**src/rtl/line_drawer.sv**
```systemverilog
// Bresenham line rasteriser streaming pixels to a framebuffer.
// Off-screen pixels are stepped over without waiting for pixel_ready.
module line_drawer #(
    parameter  int HOR_ACTIVE_PIXELS = 640,
    parameter  int VER_ACTIVE_PIXELS = 480,
    localparam int X_WIDTH           = $clog2(HOR_ACTIVE_PIXELS),
    localparam int Y_WIDTH           = $clog2(VER_ACTIVE_PIXELS)
) (
    input  logic               clk,
    input  logic               rst,
    input  logic               start,
    output logic               ready,
    input  logic [X_WIDTH-1:0] x1,
    input  logic [X_WIDTH-1:0] x2,
    input  logic [Y_WIDTH-1:0] y1,
    input  logic [Y_WIDTH-1:0] y2,
    output logic [X_WIDTH-1:0] pixel_x,
    output logic [Y_WIDTH-1:0] pixel_y,
    output logic               pixel_write,
    input  logic               pixel_ready
);
    localparam int E_WIDTH = ((X_WIDTH > Y_WIDTH) ? X_WIDTH : Y_WIDTH) + 3;
    localparam logic [X_WIDTH:0] X_LIMIT = (X_WIDTH+1)'(HOR_ACTIVE_PIXELS);
    localparam logic [Y_WIDTH:0] Y_LIMIT = (Y_WIDTH+1)'(VER_ACTIVE_PIXELS);

    // IDLE is all-zero so cleared flops come up idle
    localparam logic [1:0] IDLE = 2'd0;
    localparam logic [1:0] INIT = 2'd1;
    localparam logic [1:0] DRAW = 2'd2;

    logic [1:0]                state_q, state_d;
    logic [X_WIDTH-1:0]        cur_x_q, cur_x_d;
    logic [Y_WIDTH-1:0]        cur_y_q, cur_y_d;
    logic [X_WIDTH-1:0]        end_x_q, end_x_d;
    logic [Y_WIDTH-1:0]        end_y_q, end_y_d;
    logic signed [E_WIDTH-1:0] dx_q, dx_d;
    logic signed [E_WIDTH-1:0] dy_q, dy_d;
    logic signed [E_WIDTH-1:0] err_q, err_d;
    logic                      sx_neg_q, sx_neg_d;
    logic                      sy_neg_q, sy_neg_d;

    logic signed [E_WIDTH-1:0] cx_s, cy_s, ex_s, ey_s;
    logic signed [E_WIDTH-1:0] dx_abs, dy_neg, e2;
    logic                      step_x, step_y;
    logic                      at_end, visible, advance;

    assign cx_s = signed'(E_WIDTH'(cur_x_q));
    assign cy_s = signed'(E_WIDTH'(cur_y_q));
    assign ex_s = signed'(E_WIDTH'(end_x_q));
    assign ey_s = signed'(E_WIDTH'(end_y_q));

    assign dx_abs = (ex_s > cx_s) ? (ex_s - cx_s) : (cx_s - ex_s);
    assign dy_neg = (ey_s > cy_s) ? (cy_s - ey_s) : (ey_s - cy_s);

    assign e2     = err_q <<< 1;
    assign step_x = (e2 >= dy_q);
    assign step_y = (e2 <= dx_q);

    assign at_end  = (cur_x_q == end_x_q) && (cur_y_q == end_y_q);
    assign visible = ({1'b0, cur_x_q} < X_LIMIT) && ({1'b0, cur_y_q} < Y_LIMIT);
    assign advance = (state_q == DRAW) && (!visible || pixel_ready);

    always_comb begin
        state_d  = state_q;
        cur_x_d  = cur_x_q;
        cur_y_d  = cur_y_q;
        end_x_d  = end_x_q;
        end_y_d  = end_y_q;
        dx_d     = dx_q;
        dy_d     = dy_q;
        err_d    = err_q;
        sx_neg_d = sx_neg_q;
        sy_neg_d = sy_neg_q;
        unique case (state_q)
            IDLE: begin
                if (start) begin
                    cur_x_d = x1;
                    cur_y_d = y1;
                    end_x_d = x2;
                    end_y_d = y2;
                    state_d = INIT;
                end
            end
            INIT: begin
                dx_d     = dx_abs;
                dy_d     = dy_neg;
                err_d    = dx_abs + dy_neg;
                sx_neg_d = !(cur_x_q < end_x_q);
                sy_neg_d = !(cur_y_q < end_y_q);
                state_d  = DRAW;
            end
            DRAW: begin
                if (advance) begin
                    if (at_end) begin
                        state_d = IDLE;
                    end else begin
                        // both axis steps use the pre-update error term
                        if (step_x) begin
                            cur_x_d = sx_neg_q ? cur_x_q - 1'b1 : cur_x_q + 1'b1;
                        end
                        if (step_y) begin
                            cur_y_d = sy_neg_q ? cur_y_q - 1'b1 : cur_y_q + 1'b1;
                        end
                        err_d = err_q + (step_x ? dy_q : '0) + (step_y ? dx_q : '0);
                    end
                end
            end
            default: state_d = IDLE;
        endcase
    end

    always_ff @(posedge clk) begin
        if (rst) begin
            state_q  <= IDLE;
            cur_x_q  <= '0;
            cur_y_q  <= '0;
            end_x_q  <= '0;
            end_y_q  <= '0;
            dx_q     <= '0;
            dy_q     <= '0;
            err_q    <= '0;
            sx_neg_q <= 1'b0;
            sy_neg_q <= 1'b0;
        end else begin
            state_q  <= state_d;
            cur_x_q  <= cur_x_d;
            cur_y_q  <= cur_y_d;
            end_x_q  <= end_x_d;
            end_y_q  <= end_y_d;
            dx_q     <= dx_d;
            dy_q     <= dy_d;
            err_q    <= err_d;
            sx_neg_q <= sx_neg_d;
            sy_neg_q <= sy_neg_d;
        end
    end

    assign ready       = (state_q == IDLE);
    assign pixel_write = (state_q == DRAW) && visible;
    assign pixel_x     = cur_x_q;
    assign pixel_y     = cur_y_q;

endmodule

```
**config.mk**
```make
export PLATFORM = sky130hd
export DESIGN_NAME = line_drawer
export DESIGN_NICKNAME = d
export VERILOG_FILES = /design/src/rtl/line_drawer.sv
export SDC_FILE = /design/constraint.sdc
export NUM_CORES = 1
export LEC_CHECK = 0
export ABC_AREA = 1
export CAP_MARGIN = 20
export CORE_AREA = 2 2 115 117
export CTS_CLUSTER_DIAMETER = 150
export DETAILED_ROUTE_END_ITERATION = 8
export DIE_AREA = 0 0 117 119
export GPL_TIMING_DRIVEN = 0
export PLACE_DENSITY = 0.85
export SKIP_CTS_REPAIR_TIMING = 1
export SYNTH_ARGS = -nofsm -noshare
export SYNTH_HDL_FRONTEND = slang
export SYNTH_SLANG_ARGS = --single-unit
```
**constraint.sdc**
```tcl
create_clock -name clk -period 3.9 [get_ports clk]
set_input_delay 0.39 -clock clk [delete_from_list [all_inputs] [get_ports clk]]
set_output_delay 0.39 -clock clk [all_outputs]
set_load 0.03 [all_outputs]
```
**Yosys cells after proc, flatten, opt, wreduce, memory -nomap -nowiden**

Cells that the tools add are included.

- Bits in registers: 81
- Output and inout bits: 21

- Add/sub/neg operators: 11
- Order comparisons: 8
- Equal/unequal tests: 10
- Muxes and demuxes: 23
- Reductions and logical operators: 16

Operators by type and width:

| cell | number |
|---|---|
| $mux 13 | 6 |
| $mux 10 | 5 |
| $mux 9 | 5 |
| $add 13x13->13 | 3 |
| $pmux 13 s2 | 1 |
| $sub 10x10->11 | 2 |
| $pmux 10 s2 | 1 |
| $sub 9x9->10 | 2 |
| $pmux 9 s2 | 1 |
| $ge 13x13->1 | 1 |
| $le 13x13->1 | 1 |
| $ne 2x2->1 const B | 6 |
| $add 10x1->10 const B | 1 |
| $eq 10x10->1 | 1 |
| $gt 10x10->1 | 1 |
| $lt 10x10->1 | 1 |
| $lt 10x10->1 const B | 1 |
| $reduce_and 5->1 | 2 |
| $sub 10x1->10 const B | 1 |
| $add 9x1->9 const B | 1 |
| $eq 9x9->1 | 1 |
| $gt 9x9->1 | 1 |
| $lt 9x9->1 | 1 |
| $lt 9x9->1 const B | 1 |
| other kinds (12) | 21 |

**Logic depth before layout (Yosys ltp)**

Gate-level depths: netlist of run 1.

- Depth after elaboration: 7
- Gate-level depth with buffers: 29
- Depth with buffers taken out: 28

**Worst setup path after synthesis of run 1**

No wires, ideal clock.

- Path type: register -> register
- Start point: reg cur_x_q[1] (netlist: pixel_x[1])
- End point: reg err_q[10]
- Arrival: 3.476 ns
- Required time: 3.791 ns
- Setup slack: 0.315 ns
- Cell stages (with the launch flop): 24
- Buffers on the path: 1
- Clock period less this slack: 3.585 ns
- Cells stage by stage: dfxtp_1 -> inv_1 -> ha_1 -> nand2_1 -> o21ai_1 -> nand2_1 -> nand3_2 -> nand2_2 -> buf_6 -> o21ai_1 -> inv_1 -> fa_1 -> nand3b_1 -> nand2_1 -> a21oi_1 -> o21ai_1 -> nand2_1 -> nand2_1 -> a21oi_1 -> xor2_1 -> nand2_1 -> nand3_1 -> nand2_1 -> inv_1

RTL lines:

| what | line | RTL |
|---|---|---|
| start: declaration | 32 | `logic [X_WIDTH-1:0] cur_x_q, cur_x_d;` |
| start signal: assignment | 126 | `cur_x_q <= cur_x_d;` |
| $sub 10x10->11 or $gt 10x10->1 (tied branches) | 52 | `assign dx_abs = (ex_s > cx_s) ? (ex_s - cx_s) : (cx_s - ex_s);` |
| $mux 13 * | 52 |  |
| via dx_abs[1] | 43 | `logic signed [E_WIDTH-1:0] dx_abs, dy_neg, e2;` |
| $add 13x13->13 * | 87 | `err_d = dx_abs + dy_neg;` |
| $pmux 13 s2 * | 74 | `unique case (state_q)` |
| end signal: assignment | 132 | `err_q <= err_d;` |
| end: declaration | 38 | `logic signed [E_WIDTH-1:0] err_q, err_d;` |

Mark *: on every way through the listed nets, which the timed path passes. The rest lies on a longest branch.
A chain may end at the register's enable or synchronous reset.

**Worst setup path in the final report of run 1**

- Start point: reg cur_x_q[2] (netlist: pixel_x[2])
- End point: reg err_q[11]

Same word-level chain as after synthesis.

==> flow_metrics.py, run 1 <==
metrics = {
    "run_status": {
        "status": "finished, final reports clean",
    },
    "logic_synthesis": {
        "avgSynthCellArea_um2": 6.857,
        "synth_nets": 1245,
        "async_flop_share": 0,
        "netlist_area_um2": 7447,
        "synth_cells": 1086,
        "synth-seq-cells": 75,
        "yosysSeqAreaShare": 0.2016,
        "synth_edf_count": 0,
        "ys_warn_count": 0,
        "ys_types": 50,
        "synth-main-ff-cell": "dfxtp_1",
    },
    "power_and_ir_drop": {
        "vdd_ir_drop_max_mv": 0.3330,
        "power_uw": 5387,
        "p_leak_uw": 0.004287,
        "p_per_area_nw_per_um2": 597.4,
    },
    "clock_network": {
        "cts_htree_levels": 3,
        "cts_buffer_depth": 2,
        "clock-sinks": 75,
        "cts_tree": "built",
        "cts_buffers": 9,
        "clk_pin_slew_worst_paths_ns": 0.06,
        "root_buffer": "clkbuf_16",
        "clkLatencyLatePin_ns": 0.34,
    },
    "worst_setup_path": {
        "cpMostUsedCell": "inv_1",
        "worst_ep_arrival_time_ns": 4.16,
        "r2r.worst_path.cells": 22,
        "required_ns": 4.19,
        "r2r_end": "err_q[11]",
        "crit_path_start_kind": "flop",
        "crit_slowest_cell": "ha_1",
        "path_max_fanout": 10,
        "crit_type": "flop to flop",
        "critPathCaptureType": "flop",
        "path_cells": "inv_1 > ha_1 > a21oi_2 > o21ai_2 > nand2_1 > nand3_2 > nand2_2 > buf_6 > mux2i_1 > xor2_1 > inv_1 > ha_1 > a21oi_1 > o21a_1 > nand3_1 > nand2_1 > inv_1 > o31ai_2 > o211ai_1 > nand3_1 > nand2_1 > inv_1",
        "reg2reg_slack_ns": 0.03,
        "r2r-start": "pixel_x[2]",
        "max_stage_delay_ns": 0.39,
    },
    "hold_path": {
        "hp-class": "flop to flop",
        "min_path_cells": 2,
        "min_from": "end_y_q[2]",
        "whs_endpoint": "end_y_q[2]",
    },
    "die": {
        "io_pins": 63,
        "core_area_um2": 12870,
        "die_w_um": 117,
        "start_util": 0.5784,
        "fp-row-count": 42,
        "design.die.area_um2": 13920,
        "die_y_um": 119,
    },
    "route": {
        "via_per_inst": 5.763,
        "drt-total-wl_mm": 22.62,
        "drc": 0,
        "num_vias": 7774,
        "wire_per_inst_um": 16.77,
        "dr.pass1.iters": 7,
        "drt_iter0_markers": 734,
        "ant_nets": 0,
    },
    "grt": {
        "grt_pass1_vias": 7129,
        "grt_pass1_wl_mm": 33.95,
        "gr-total-overflow": 0,
        "grt.total_usage": 0.3120,
        "grt_max_degree": 12,
        "antenna_found_initial": 0,
    },
    "cells_and_area": {
        "layout_common_cells": "nand2_1, inv_1, a21oi_1, o21ai_0, ha_1",
        "synthToLayoutAreaGrowth_pct": 21.09,
        "drive_above_1_share": 0.1313,
        "final_nets": 1329,
        "n_antenna_cell": 0,
        "final-instance-count-excl-fill": 1349,
        "fin_util": 0.7004,
        "design_area_um2": 9017,
        "final_common_cell": "nand2_1",
        "num-fill-cells": 1057,
    },
    "sta": {
        "report.final.slew_viol_count": 0,
        "hold_viol_final": 0,
        "clock_skew_ns": 0.006330,
        "worst_slew_pin_slew_ns": 0.8407,
        "finalCriticalPeriod_ns": 3.875,
        "fin_ws_ns": 0.02532,
        "slew_headroom": 0.4395,
        "fin_crit_sh": 0.9935,
        "setup_viol": 0,
        "fmax_mhz": 258.1,
    },
    "place": {
        "numPortBuffers": 62,
        "place_inst": 1324,
        "place.gp.congestion": 0.9271,
        "dpl_cell_area_um2": 8288,
        "dp_hpwl_mm": 16.93,
        "post-place-ws_ns": -0.2668,
    },
    "flow_run": {
        "maxCapViolations": 0,
    },
}
[synth_stat cells (2+ instances only)]
master / n / area [um2]
xor2_1: 27 / 236.5
nor3_1: 5 / 25.02
buf_2: 5 / 25.02
buf_1: 2 / 7.510
nand4_1: 8 / 50.05
o21ai_0: 91 / 455.4
dfxtp_1: 75 / 1501
o211ai_1: 7 / 52.55
nand3_1: 45 / 225.2
a221oi_1: 5 / 43.79
nand2_4: 4 / 45.04
nor2_1: 59 / 221.5
o21ai_1: 18 / 90.09
ha_1: 98 / 1226
clkbuf_1: 20 / 75.07
inv_1: 177 / 664.4
xnor2_1: 9 / 78.83
nand2_2: 9 / 56.30
nand3b_1: 2 / 15.01
o21a_1: 4 / 30.03
inv_4: 2 / 12.51
a31oi_1: 11 / 68.82
a211oi_1: 4 / 30.03
a21oi_1: 142 / 710.7
o21bai_1: 2 / 15.01
o21ai_2: 3 / 26.28
buf_6: 4 / 45.04
nand2_1: 190 / 713.2
a21o_1: 4 / 30.03
a21boi_0: 3 / 22.52
fa_1: 19 / 380.4
mux2i_1: 6 / 60.06
inv_2: 8 / 30.03
nor3b_1: 2 / 15.01
[where the power goes]
| group | switching [uW] | total (uW) | leakage (uW) | internal, uW |
|---|---|---|---|---|
| logic | 2150 | 3530 | 0.00352 | 1380 |
| registers | 143 | 1020 | 0.000632 | 878 |
| clock network | 328 | 835 | 0.000135 | 507 |
[how the worst max path moves through the flow]
stage           endpoint       start
5_1_grt         err_q[7]  pixel_x[2]
3_5_place_dp   err_q[10]    dx_q[11]
4_1_cts        err_q[10]    dx_q[11]
6_report       err_q[11]  pixel_x[2]
3_3_place_gp   err_q[10]    dx_q[11]
2_1_floorplan  err_q[10]  pixel_x[1]
[worst max-delay path, delay by kind of cell, from the launching register on]
kind | cells | cell delay, ns
xor gates and xnor gates | 1 | 0.30
muxes | 1 | 0.23
and+or+nand+nor | 7 | 0.70
buffers and inverters | 5 | 0.41
adders and majority gates | 2 | 0.76
DFF | 1 | 0.38
AOI/OAI and AO/OA | 6 | 1.02
[metrics by stage]
| stage | hold slack [ns] | setup TNS (ns) |
|---|---|---|
| 2_1_floorplan | 0.4511 | 0 |
| 3_3_place_gp | 0.4644 | -0.3016 |
| 3_5_place_dp | 0.4715 | -0.4570 |
| 4_1_cts | 0.4796 | -0.5693 |
| 5_1_grt | 0.5082 | -0.3969 |
| 6_report | 0.4802 | 0 |
[layer usage]
metal | GRT usage | vias up | share of wire
met5 | 0 | - | 0
met4 | 0.1471 | 0 | 0.044
met3 | 0.03511 | 74 | 0.078
met2 | 0.5130 | 358 | 0.47
met1 | 0.4048 | 3581 | 0.41
li1 | - | 3761 | -
[area by class of cell]
cell class | count | area [um2] | area share
Sequential cell | 75 | 1554 | 0.1723
Tap cell | 176 | 220.2 | 0.02442
Inverter | 187 | 711.9 | 0.07895
Buffer | 31 | 165.2 | 0.01832
Timing Repair Buffer | 73 | 700.7 | 0.07770
Clock inverter | 2 | 37.54 | 0.004163
Multi-Input combinational cell | 793 | 5381 | 0.5968
Clock buffer | 12 | 246.5 | 0.02733
[flip-flops by register name, summed over array words and instances, names as in the netlist]
signal and count:
err_q 12, dx_q 11, dy_q 10, end_x_q 10, pixel_x 10, end_y_q 9, pixel_y 9, state_q 2
sx_neg_q 1, sy_neg_q 1
[logic make-up (layout without fill, tap and decap cells)]
kind of cell    count (synthesis)  count (layout)  synth area share
simple gates                  330             330            0.1904
compound gates                304             304            0.2265
buf+inv                       218             305            0.1154
fa+ha+maj                     117             117            0.2157
flops                          75              75            0.2016
xor+xnor                       36              36           0.04234
mux                             6               6          0.008065
No activity file was read; power rests on OpenSTA's default activity.
==> run 2, diff against run 1 <==
Settings changed: CTS_BUF_LIST from default to sky130_fd_sc_hd__clkbuf_8 sky130_fd_sc_hd__clkbuf_16.
==> flow_metrics.py, run 2 (synthesized netlist as in run 1, its figures left out) <==
metrics = {
    "grt": {
        "grt_pass1_vias": 7129,
        "gr-total-overflow": 0,
        "grt.total_usage": 0.3120,
        "antenna_found_initial": 0,
        "grt_max_degree": 12,
        "grt_pass1_wl_mm": 33.95,
    },
    "power_and_ir_drop": {
        "p_leak_uw": 0.004296,
        "p_per_area_nw_per_um2": 596.8,
        "vdd_ir_drop_max_mv": 0.3329,
        "power_uw": 5382,
    },
    "route": {
        "num_vias": 7827,
        "wl_met2_mm": 10.53,
        "dr.pass1.iters": 5,
        "via_per_inst": 5.802,
        "wire_per_inst_um": 16.77,
        "highest_layer": "met4",
        "drc": 0,
        "met3_length_mm": 1.826,
        "drt-total-wl_mm": 22.63,
        "drt_iter0_markers": 736,
        "ant_nets": 0,
        "routedLengthMet1_mm": 9.133,
    },
    "hold_path": {
        "hp-class": "flop to flop",
        "min_path_cells": 2,
        "whs_endpoint": "end_y_q[2]",
        "min_from": "end_y_q[2]",
    },
    "die": {
        "die_w_um": 117,
        "io_pins": 63,
        "start_util": 0.5784,
        "die_y_um": 119,
        "design.die.area_um2": 13920,
        "core_area_um2": 12870,
        "fp-row-count": 42,
    },
    "cells_and_area": {
        "final_common_cell": "nand2_1",
        "regArea_um2": 1554,
        "multi_input_area_um2": 5381,
        "largest-register": "err_q",
        "final_nets": 1329,
        "reg_top3": "err_q (12), dx_q (11)",
        "drive_above_1_share": 0.1313,
        "layout_common_cells": "nand2_1, inv_1, a21oi_1, o21ai_0, ha_1",
        "largest_reg_flops": 12,
        "n_antenna_cell": 0,
        "num-fill-cells": 1057,
        "synthToLayoutAreaGrowth_pct": 21.09,
        "design_area_um2": 9017,
    },
    "sta": {
        "clock_skew_ns": 0.006015,
        "finalCriticalPeriod_ns": 3.878,
        "worst_slew_pin_slew_ns": 0.8579,
        "hold_viol_final": 0,
        "slew_headroom": 0.4280,
        "fin_ws_ns": 0.02161,
        "fmax_mhz": 257.8,
        "setup_viol": 0,
        "fin_crit_sh": 0.9945,
        "report.final.slew_viol_count": 0,
        "setup_tns_ns": 0,
    },
    "worst_setup_path": {
        "critPathCaptureType": "flop",
        "crit_type": "flop to flop",
        "required_ns": 4.19,
        "path_max_fanout": 10,
        "r2r_end": "err_q[11]",
        "max_stage_delay_ns": 0.39,
        "reg2reg_slack_ns": 0.02,
        "r2r.worst_path.cells": 22,
        "cpMostUsedCell": "inv_1",
        "r2r-start": "pixel_x[2]",
        "worst_ep_arrival_time_ns": 4.17,
        "crit_path_start_kind": "flop",
        "path_cells": "inv_1 > ha_1 > a21oi_2 > o21ai_2 > nand2_1 > nand3_2 > nand2_2 > buf_6 > mux2i_1 > xor2_1 > inv_1 > ha_1 > a21oi_1 > o21a_1 > nand3_1 > nand2_1 > inv_1 > o31ai_2 > o211ai_1 > nand3_1 > nand2_1 > inv_1",
        "crit_slowest_cell": "dfxtp_2",
    },
    "place": {
        "place.gp.congestion": 0.9271,
        "dp_hpwl_mm": 16.93,
        "numPortBuffers": 62,
        "post-place-ws_ns": -0.2668,
        "dpl_cell_area_um2": 8288,
    },
    "clock_network": {
        "cts_buffers": 9,
        "cts_tree": "built",
        "cts_htree_levels": 3,
        "clkLatencyLatePin_ns": 0.34,
        "clk_pin_slew_worst_paths_ns": 0.06,
        "cts_buffer_depth": 2,
        "clock-sinks": 75,
        "root_buffer": "clkbuf_16",
    },
    "flow_run": {
        "maxCapViolations": 0,
    },
    "run_status": {
        "status": "finished, final reports clean",
    },
}
[run 2: cell count changes in the layout (fill, tap and decap cells not counted)]
cell / change
clkbuf_1: -2
inv_1: +2
[run 2: stage by stage]
step	hold WS, ns	instances	util
after global routing	0.5082	1349	0.7004
after floorplan	0.4511	1086	-
final	0.4801	1349	0.7004
after detailed placement	0.4715	1324	0.6437
after CTS	0.4797	1338	0.6658
after global placement	0.4644	1324	0.6437
[run 2: worst max-delay path by stage]
| stage | slack, ns | cells past startpoint | start | to |
|---|---|---|---|---|
| 4_1_cts | -0.29 | 28 | dx_q[11] | err_q[10] |
| 5_1_grt | -0.15 | 22 | pixel_x[2] | err_q[7] |
| 3_3_place_gp | -0.19 | 28 | dx_q[11] | err_q[10] |
| 3_5_place_dp | -0.27 | 28 | dx_q[11] | err_q[10] |
| 2_1_floorplan | 0.31 | 23 | pixel_x[1] | err_q[10] |
| 6_report | 0.02 | 22 | pixel_x[2] | err_q[11] |
[run 2: critical path, delay by kind of cell, from the launching register on]
| family | cells | cell delay, ns |
|---|---|---|
| simple gates | 7 | 0.70 |
| compound gates | 6 | 1.03 |
| buf+inv | 5 | 0.41 |
| mux | 1 | 0.23 |
| xor+xnor | 1 | 0.30 |
| flops | 1 | 0.39 |
| fa+ha+maj | 2 | 0.76 |
[run 2: layout make-up]
type / instances / area share
flip-flops and latches: 75 / 0.1723
plain buffers: 31 / 0.01832
well taps: 176 / 0.02442
inverters: 187 / 0.07895
clock inverters: 4 / 0.004995
clock buffers: 10 / 0.02650
repair buffers: 73 / 0.07770
multi-input cells: 793 / 0.5968
[run 2: report_power, final]
group	leakage [uW]	internal (uW)	total, uW	switching (uW)
Clock	0.000143	501	829	328
Combinational	0.00352	1380	3530	2150
Sequential	0.000632	878	1020	144
[run 2: layer usage]
metal	GRT usage	vias up
li1	-	3760
met2	0.5130	383
met3	0.03511	95
met5	0	-
met4	0.1471	0
met1	0.4048	3589
